[src/rtl/cfg_write_arbiter.sv]
// Two-requester arbiter for the latched config write port.
// Sequences setup/strobe/hold timing and returns ack/err.
module cfg_write_arbiter #(
  parameter int STROBE_CYCLES  = 2,
  parameter int HOLD_CYCLES    = 1,
  parameter int MAX_SPI_STREAK = 4
) (
  input  logic       iclk,
  input  logic       rst,
  input  logic       spi_req,
  input  logic [7:0] spi_addr,
  input  logic [7:0] spi_data,
  output logic       spi_ack,
  output logic       spi_err,
  input  logic       int_req,
  input  logic [7:0] int_addr,
  input  logic [7:0] int_data,
  output logic       int_ack,
  output logic       int_err,
  output logic [7:0] wr_data,
  output logic [7:0] latch_strobe,
  output logic       busy,
  output logic       last_grant
);

  if (STROBE_CYCLES < 1 || HOLD_CYCLES < 1 ||
      MAX_SPI_STREAK < 1) begin : g_bad_param
    $error("cfg_write_arbiter: parameters must be >= 1");
  end

  localparam int CMAX = (STROBE_CYCLES > HOLD_CYCLES) ?
                        STROBE_CYCLES : HOLD_CYCLES;
  localparam int CW = $clog2(CMAX + 1);
  localparam int SW = $clog2(MAX_SPI_STREAK + 1);

  localparam logic [CW-1:0] S_LAST = CW'(STROBE_CYCLES - 1);
  localparam logic [CW-1:0] H_LAST = CW'(HOLD_CYCLES - 1);
  localparam logic [CW-1:0] C_ONE  = CW'(1);
  localparam logic [SW-1:0] S_MAX  = SW'(MAX_SPI_STREAK);
  localparam logic [SW-1:0] S_ONE  = SW'(1);

  typedef enum logic [2:0] {
    IDLE,
    SETUP,
    STROBE,
    HOLD,
    RESP,
    GAP
  } state_t;

  state_t        state_q, state_d;
  logic [CW-1:0] cnt_q, cnt_d;
  logic [SW-1:0] streak_q, streak_d;
  logic [7:0]    sel_q, sel_d;
  logic [7:0]    wr_data_q, wr_data_d;
  logic [7:0]    strobe_q, strobe_d;
  logic          spi_ack_q, spi_ack_d;
  logic          spi_err_q, spi_err_d;
  logic          int_ack_q, int_ack_d;
  logic          int_err_q, int_err_d;
  logic          busy_q, busy_d;
  logic          last_grant_q, last_grant_d;

  logic          grant_int;
  logic          ack_d;
  logic          err_d;
  logic [7:0]    win_addr;
  logic [7:0]    win_data;
  logic [7:0]    win_sel;

  // Latch address to one-hot strobe; zero means no writable latch.
  function automatic logic [7:0] decode(input logic [7:0] a);
    logic [7:0] oh;
    oh = 8'h00;
    case (a)
      8'd1:    oh = 8'b0000_0001;
      8'd2:    oh = 8'b0000_0010;
      8'd3:    oh = 8'b0000_0100;
      8'd60:   oh = 8'b0000_1000;
      8'd61:   oh = 8'b0001_0000;
      8'd62:   oh = 8'b0010_0000;
      8'd64:   oh = 8'b0100_0000;
      8'd65:   oh = 8'b1000_0000;
      default: oh = 8'h00;
    endcase
    return oh;
  endfunction

  // Arbitration winner and its request fields.
  always_comb begin
    grant_int = int_req &&
                (!spi_req || streak_q == S_MAX);
    win_addr  = grant_int ? int_addr : spi_addr;
    win_data  = grant_int ? int_data : spi_data;
    win_sel   = decode(win_addr);
  end

  // Next state, counters and registered outputs.
  always_comb begin
    state_d      = state_q;
    cnt_d        = cnt_q;
    streak_d     = streak_q;
    sel_d        = sel_q;
    wr_data_d    = wr_data_q;
    last_grant_d = last_grant_q;
    strobe_d     = 8'h00;
    ack_d        = 1'b0;
    err_d        = 1'b0;
    unique case (state_q)
      IDLE: begin
        if (spi_req || int_req) begin
          last_grant_d = grant_int;
          sel_d        = win_sel;
          if (grant_int) begin
            streak_d = '0;
          end else if (int_req) begin
            streak_d = (streak_q == S_MAX) ?
                       streak_q : streak_q + S_ONE;
          end else begin
            streak_d = '0;
          end
          if (|win_sel) begin
            state_d   = SETUP;
            wr_data_d = win_data;
          end else begin
            state_d = RESP;
            ack_d   = 1'b1;
            err_d   = 1'b1;
          end
        end
      end
      SETUP: begin
        state_d  = STROBE;
        strobe_d = sel_q;
        cnt_d    = S_LAST;
      end
      STROBE: begin
        if (cnt_q == '0) begin
          state_d = HOLD;
          cnt_d   = H_LAST;
          ack_d   = (HOLD_CYCLES == 1);
        end else begin
          strobe_d = sel_q;
          cnt_d    = cnt_q - C_ONE;
        end
      end
      HOLD: begin
        if (cnt_q == '0) begin
          state_d = GAP;
        end else begin
          cnt_d = cnt_q - C_ONE;
          ack_d = (cnt_q == C_ONE);
        end
      end
      RESP: begin
        state_d = GAP;
      end
      GAP: begin
        state_d = IDLE;
      end
      default: begin
        state_d = IDLE;
      end
    endcase
    spi_ack_d = ack_d & ~last_grant_d;
    int_ack_d = ack_d &  last_grant_d;
    spi_err_d = err_d & ~last_grant_d;
    int_err_d = err_d &  last_grant_d;
    busy_d    = (state_d != IDLE);
  end

  // State and output registers, cleared at once by reset.
  always_ff @(posedge iclk or posedge rst) begin
    if (rst) begin
      state_q      <= IDLE;
      cnt_q        <= '0;
      streak_q     <= '0;
      sel_q        <= 8'h00;
      wr_data_q    <= 8'h00;
      strobe_q     <= 8'h00;
      spi_ack_q    <= 1'b0;
      spi_err_q    <= 1'b0;
      int_ack_q    <= 1'b0;
      int_err_q    <= 1'b0;
      busy_q       <= 1'b0;
      last_grant_q <= 1'b0;
    end else begin
      state_q      <= state_d;
      cnt_q        <= cnt_d;
      streak_q     <= streak_d;
      sel_q        <= sel_d;
      wr_data_q    <= wr_data_d;
      strobe_q     <= strobe_d;
      spi_ack_q    <= spi_ack_d;
      spi_err_q    <= spi_err_d;
      int_ack_q    <= int_ack_d;
      int_err_q    <= int_err_d;
      busy_q       <= busy_d;
      last_grant_q <= last_grant_d;
    end
  end

  assign wr_data      = wr_data_q;
  assign latch_strobe = strobe_q;
  assign spi_ack      = spi_ack_q;
  assign spi_err      = spi_err_q;
  assign int_ack      = int_ack_q;
  assign int_err      = int_err_q;
  assign busy         = busy_q;
  assign last_grant   = last_grant_q;

endmodule

[config.mk]
export PLATFORM = sky130hd
export DESIGN_NAME = cfg_write_arbiter
export DESIGN_NICKNAME = d
export VERILOG_FILES = /design/src/rtl/cfg_write_arbiter.sv
export SDC_FILE = /design/constraint.sdc
export NUM_CORES = 1
export LEC_CHECK = 0
export CAP_MARGIN = 40
export CORE_MARGIN = 3
export CORE_UTILIZATION = 40
export DETAILED_ROUTE_END_ITERATION = 8
export GPL_TIMING_DRIVEN = 0
export PLACE_DENSITY = 0.71
export SYNTH_ARGS = -nofsm -noshare
export SYNTH_HDL_FRONTEND = slang
export SYNTH_SLANG_ARGS = --single-unit
[constraint.sdc]
create_clock -name iclk -period 2.3 [get_ports iclk]
set_clock_uncertainty 0.05 [all_clocks]
set_input_delay 0.345 -clock iclk [delete_from_list [all_inputs] [get_ports iclk]]
set_output_delay 0.345 -clock iclk [all_outputs]
set_load 0.01 [all_outputs]
Yosys cells after proc, flatten, opt, wreduce, memory -nomap -nowiden
Index checks and enable logic that the tools add are counted.
Widths: inputs -> output; s select.

word-level totals
  bits in registers = 38
  output and inout bits = 22

cells by class
  add/subtract/negate cells = 2
  equality and inequality tests = 16
  mux-type cells = 24
  bitwise operators = 5
  reductions and logical operators = 13

operators with widths
  operator             number
  $pmux 8 s8           1
  $eq 8x6->1 const B   3
  $mux 8               3
  $mux 3               7
  $eq 8x2->1 const B   2
  $eq 8x7->1 const B   2
  $pmux 8 s2           1
  $pmux 3 s5           1
  $eq 8x1->1 const B   1
  $reduce_or 8->1      1
  $mux 1               7
  $eq 3x2->1 const B   2
  $eq 3x3->1 const B   2
  $pmux 2 s3           1
  $reduce_and 3->1     2
  $reduce_bool 3->1    2
  $and 1x1->1          4
  $mux 2               2
  $reduce_and 2->1     2
  $add 3x1->3 const B  1
  $eq 3x1->1 const B   1
  $logic_not 3->1      1
  $ne 3x3->1 const B   1
  $pmux 1 s3           1
  8 further kinds      9

Logic depth before layout (Yosys ltp)
  depth after elaboration = 11
  gate-level depth with buffers = 9
  mapped depth without buffers = 7

Least setup slack after synthesis
No wires, ideal clock.

  path kind = input to register
  start = input port int_addr[2]
  end = register wr_data_q[0] (netlist: wr_data[0])
  data arrival time = 2,200 ps
  required time = 2,125 ps
  path slack = -75 ps
  stages on the path = 5
  path through = or4_4 > or3_1 > a41o_1 > nor4_4 > mux2_2

between the ends
  longest elaborated chain between the ends = 5

RTL lines
  element                                   RTL line  source
  start: declaration                        16        input logic [7:0] int_addr,
  $mux 8 *                                  93        win_addr = grant_int ? int_addr : spi_addr;
  $eq 8x7->1, or another cell as far along  75        case (a)
  $pmux 8 s8 *                              75
  $reduce_or 8->1 *                         122       if (|win_sel) begin
  $reduce_and 3->1 (no line) *              n/a
  end signal: assignment                    192       wr_data_q <= wr_data_d;
  end: declaration                          55        logic [7:0] wr_data_q, wr_data_d;

Mark *: on every way between the ends. The rest lies on a longest branch, timed or not.
A chain may end at the register's enable or synchronous reset.

Worst setup path in the final report
  start = input port int_addr[4]
  end = register wr_data_q[2] (netlist: wr_data[2])

Same word-level chain as after synthesis.

==> metrics <==
TritonCTS buffer count=5; final slew viol count=0; CTS tree=built; Post-CTS Hold Fix Bufs=0; cells after synthesis=202; Min-Delay Endpoint=sel_q[3]$_DFFE_PP0P_; Post-DRT Antenna Nets=0; Core Box Area=4504 um2; Die ar.=5686 um2; worst reg2reg path startpoint=streak_q[0]$_DFFE_PP0P_; flop-to-flop setup slack=110 ps; xor/xnor share of the synthesized area=0%; worst-path cell chain=clkdlybuf4s15_1 -> or4_4 -> or3_4 -> a41o_1 -> nor4_4 -> buf_6 -> mux2_4; FF+latch count, synth=38; Hold Path Stages=2; fin crit share=96.51%; Crit path arrival time=2350 ps; antenna cells=0; slowest stage delay, CP=480 ps; final WL=4471 um; Crit Reg-Reg Endpoint=state_q[0]$_DFF_PP0_; largest net degree at the start of global routing=39; crit path time final=2220 ps; Die X=75.41 um; fmax=450.5 MHz; WP buf/inv=2; depth of the most critical reg-to-reg path=8; crit-path max FO=7; Max Cap Viol=0; TritonCTS Sinks=38; Synth Area in Simple Gates=24.68%; placed cell count=311; Leakage=1.292 nW; Worst-Margin Slew=764.1 ps; post-synthesis cell area=1927 um2; Slew headroom=48.99%; Final Hold Fails=0; Root Driver=clkbuf_8; Crit path max-delay family=simple AND/OR/NAND/NOR gates; HPWL Detailed=3230 um; Max clock buf depth=2; Synth Net Count=244; antenna violations before repair=0; first-pass GRT wire length=7334 um; Hold WS=425.7 ps; P&R area growth vs syn=47.14%; Placed Instance Area=2569 um2; H-Tree Depth=2; kind of start point of the critical path=primary input; clock latency on the worst-skew pair=290 ps; # rows=24; setup_tns=0 ps; Worst Path Required=2430 ps; Remaining DRCs=0; Worst Hold Class=reg2reg; crit end category=flop; Initial Util=42.78%; status=finished, final reports clean; share of cells above drive strength 1=15.24%; critical path class=in2reg; vias in the first global route=1595; I/O Buffers=57; Die Ht=75.41 um; fin area=2835 um2; detailed-route via count=1652; drt wl/cell=13.93 um; adder-cell area share of the yosys netlist=3.896%; Mapped Avg Cell Area=9.539 um2; critical path's slowest cell=or4_4; post-synthesis mux area share=7.857%; synth warn=0; Synth Area in Compound Gates=11.30%; PwrDens=944.9 nW/um2; grt ovf=0; largest family of logic cells by synthesized area=simple AND/OR/NAND/NOR gates; Pre-antenna DRT Iters=4; post-synth cell types=39; via/cell ratio=5.146; Top FF cell, synth=dfrtp_1; Peak VDD IR=0.5206 mV; Final GP Congestion=0.8902; # setup viols final=0; RSZ-0062 raised after global routing=no; register area share after synthesis=49.35%; initial drt markers=75; hold wc startpoint=sel_q[3]$_DFFE_PP0P_; CTS clock-pin slew for the worst setup and hold paths=80 ps; overall power=2.679 mW; Post-Layout Cell Count=321; async set-reset flop share out of synthesis=100.0%; nets@finish=310; Post-synth EDFFs=0; gr usage total=17.11%; I/O pin cnt=58
[metrics by stage]
step,util (%),worst slack (ps)
2_1_floorplan,-,-74.50
3_3_place_gp,57.03,-778.3
3_5_place_dp,57.03,-782.2
4_1_cts,61.56,14.96
5_1_grt,62.94,5.917
6_report,62.94,80.20
[layout make-up]
cell class	count	area, um2
fill	369	1669
multi-input combinational	149	1031
sequential	38	950.9
timing repair buffer	60	595.6
clock buffer	5	68.82
clock inverter	3	68.82
tap	52	65.06
buffer	7	28.78
inverter	7	26.28
[repair_timing]
item                       4_1_cts  5_1_grt
buffers inserted                 3        0
resized for setup               26       17
cloned                           0        0
setup endpoints to repair       14       20
pin swaps                        4        4
[state kept, by name (all words and copies together) (netlist names)]
register	count
latch_strobe	8
spi_err	1
last_grant	1
busy	1
state_q	3
cnt_q	2
int_err	1
wr_data	8
sel_q	8
streak_q	3
int_ack	1
spi_ack	1
[worst register-to-register path: stages, from the launching register on]
cell and delay (ps):
dfrtp_1 350, inv_1 60, ha_1 210, a21bo_2 240
and2_4 210, nor4_4 390, nor4_4 100, buf_4 160
o31a_2 310
[layer usage]
metal / track usage [%] / vias to the layer above / share of wire, %
met5: 0 / - / 0
met4: 6.019 / 0 / 1.1
met3: 4.485 / 4 / 4.2
met2: 27.71 / 39 / 50
met1: 22.19 / 779 / 45
li1: - / 830 / -
[cell usage after synthesis (2+ instances only)]
cell      number  area share (%)
a31oi_1        2            0.65
o21ai_0       11             2.9
mux2i_1        5             2.6
or3_1          2            0.65
nor4b_1        2            0.91
inv_1          7             1.4
nand3b_1       4             1.6
ha_1           6             3.9
o31ai_1        4             1.6
nand4_1        2            0.65
a21oi_1        2            0.52
mux2_2         9             5.3
clkbuf_1       7             1.4
nor2_1        15             2.9
nor3_1         7             1.8
a21o_1         2            0.78
nand2_1       46             9.0
nor4_1         3            0.97
dfrtp_1       38              49
and2_1         9             2.9
[kinds of logic (layout without fill, tap and decap cells)]
logic type      Yosys count  after routing
simple gates             97             97
flops                    38             38
mux                      14             14
buf+inv                  15             82
fa+ha+maj                 6              6
compound gates           32             32
[how the worst max path moves through the flow]
stage	cells after the start	startpoint	endpoint	slack (ps)
floorplan	5	int_addr[2]	wr_data[0]$_DFFE_PP0P_	-70
global placement	6	int_addr[2]	wr_data[2]$_DFFE_PP0P_	-780
detailed placement	6	int_addr[2]	wr_data[2]$_DFFE_PP0P_	-780
CTS	8	streak_q[0]$_DFFE_PP0P_	wr_data[2]$_DFFE_PP0P_	10
global route	7	int_addr[4]	wr_data[6]$_DFFE_PP0P_	6
finish	7	int_addr[4]	wr_data[2]$_DFFE_PP0P_	80
[layout by cell type, fill, tap and decap left out, drive strengths merged, types with 2 or more instances in the layout]
master         count
clkdlybuf4s50     49
nand2             46
dfrtp             38
nor2              15
o21ai             11
clkbuf            11
and2               9
mux2               9
inv                7
nor3               7
ha                 6
buf                6
mux2i              5
nand3b             4
o31ai              4
dlymetal6s2s       4
nor4               4
or4                2
a21oi              2
nand4              2
a21o               2
a31oi              2
bufinv             2
nor4b              2
or3                2
o31a               2
[where the power goes]
part / internal, mW / switching (mW)
combinational: 0.547 / 0.522
clock: 0.435 / 0.246
sequential: 0.836 / 0.0934
Power figures use the tool's default switching activity.
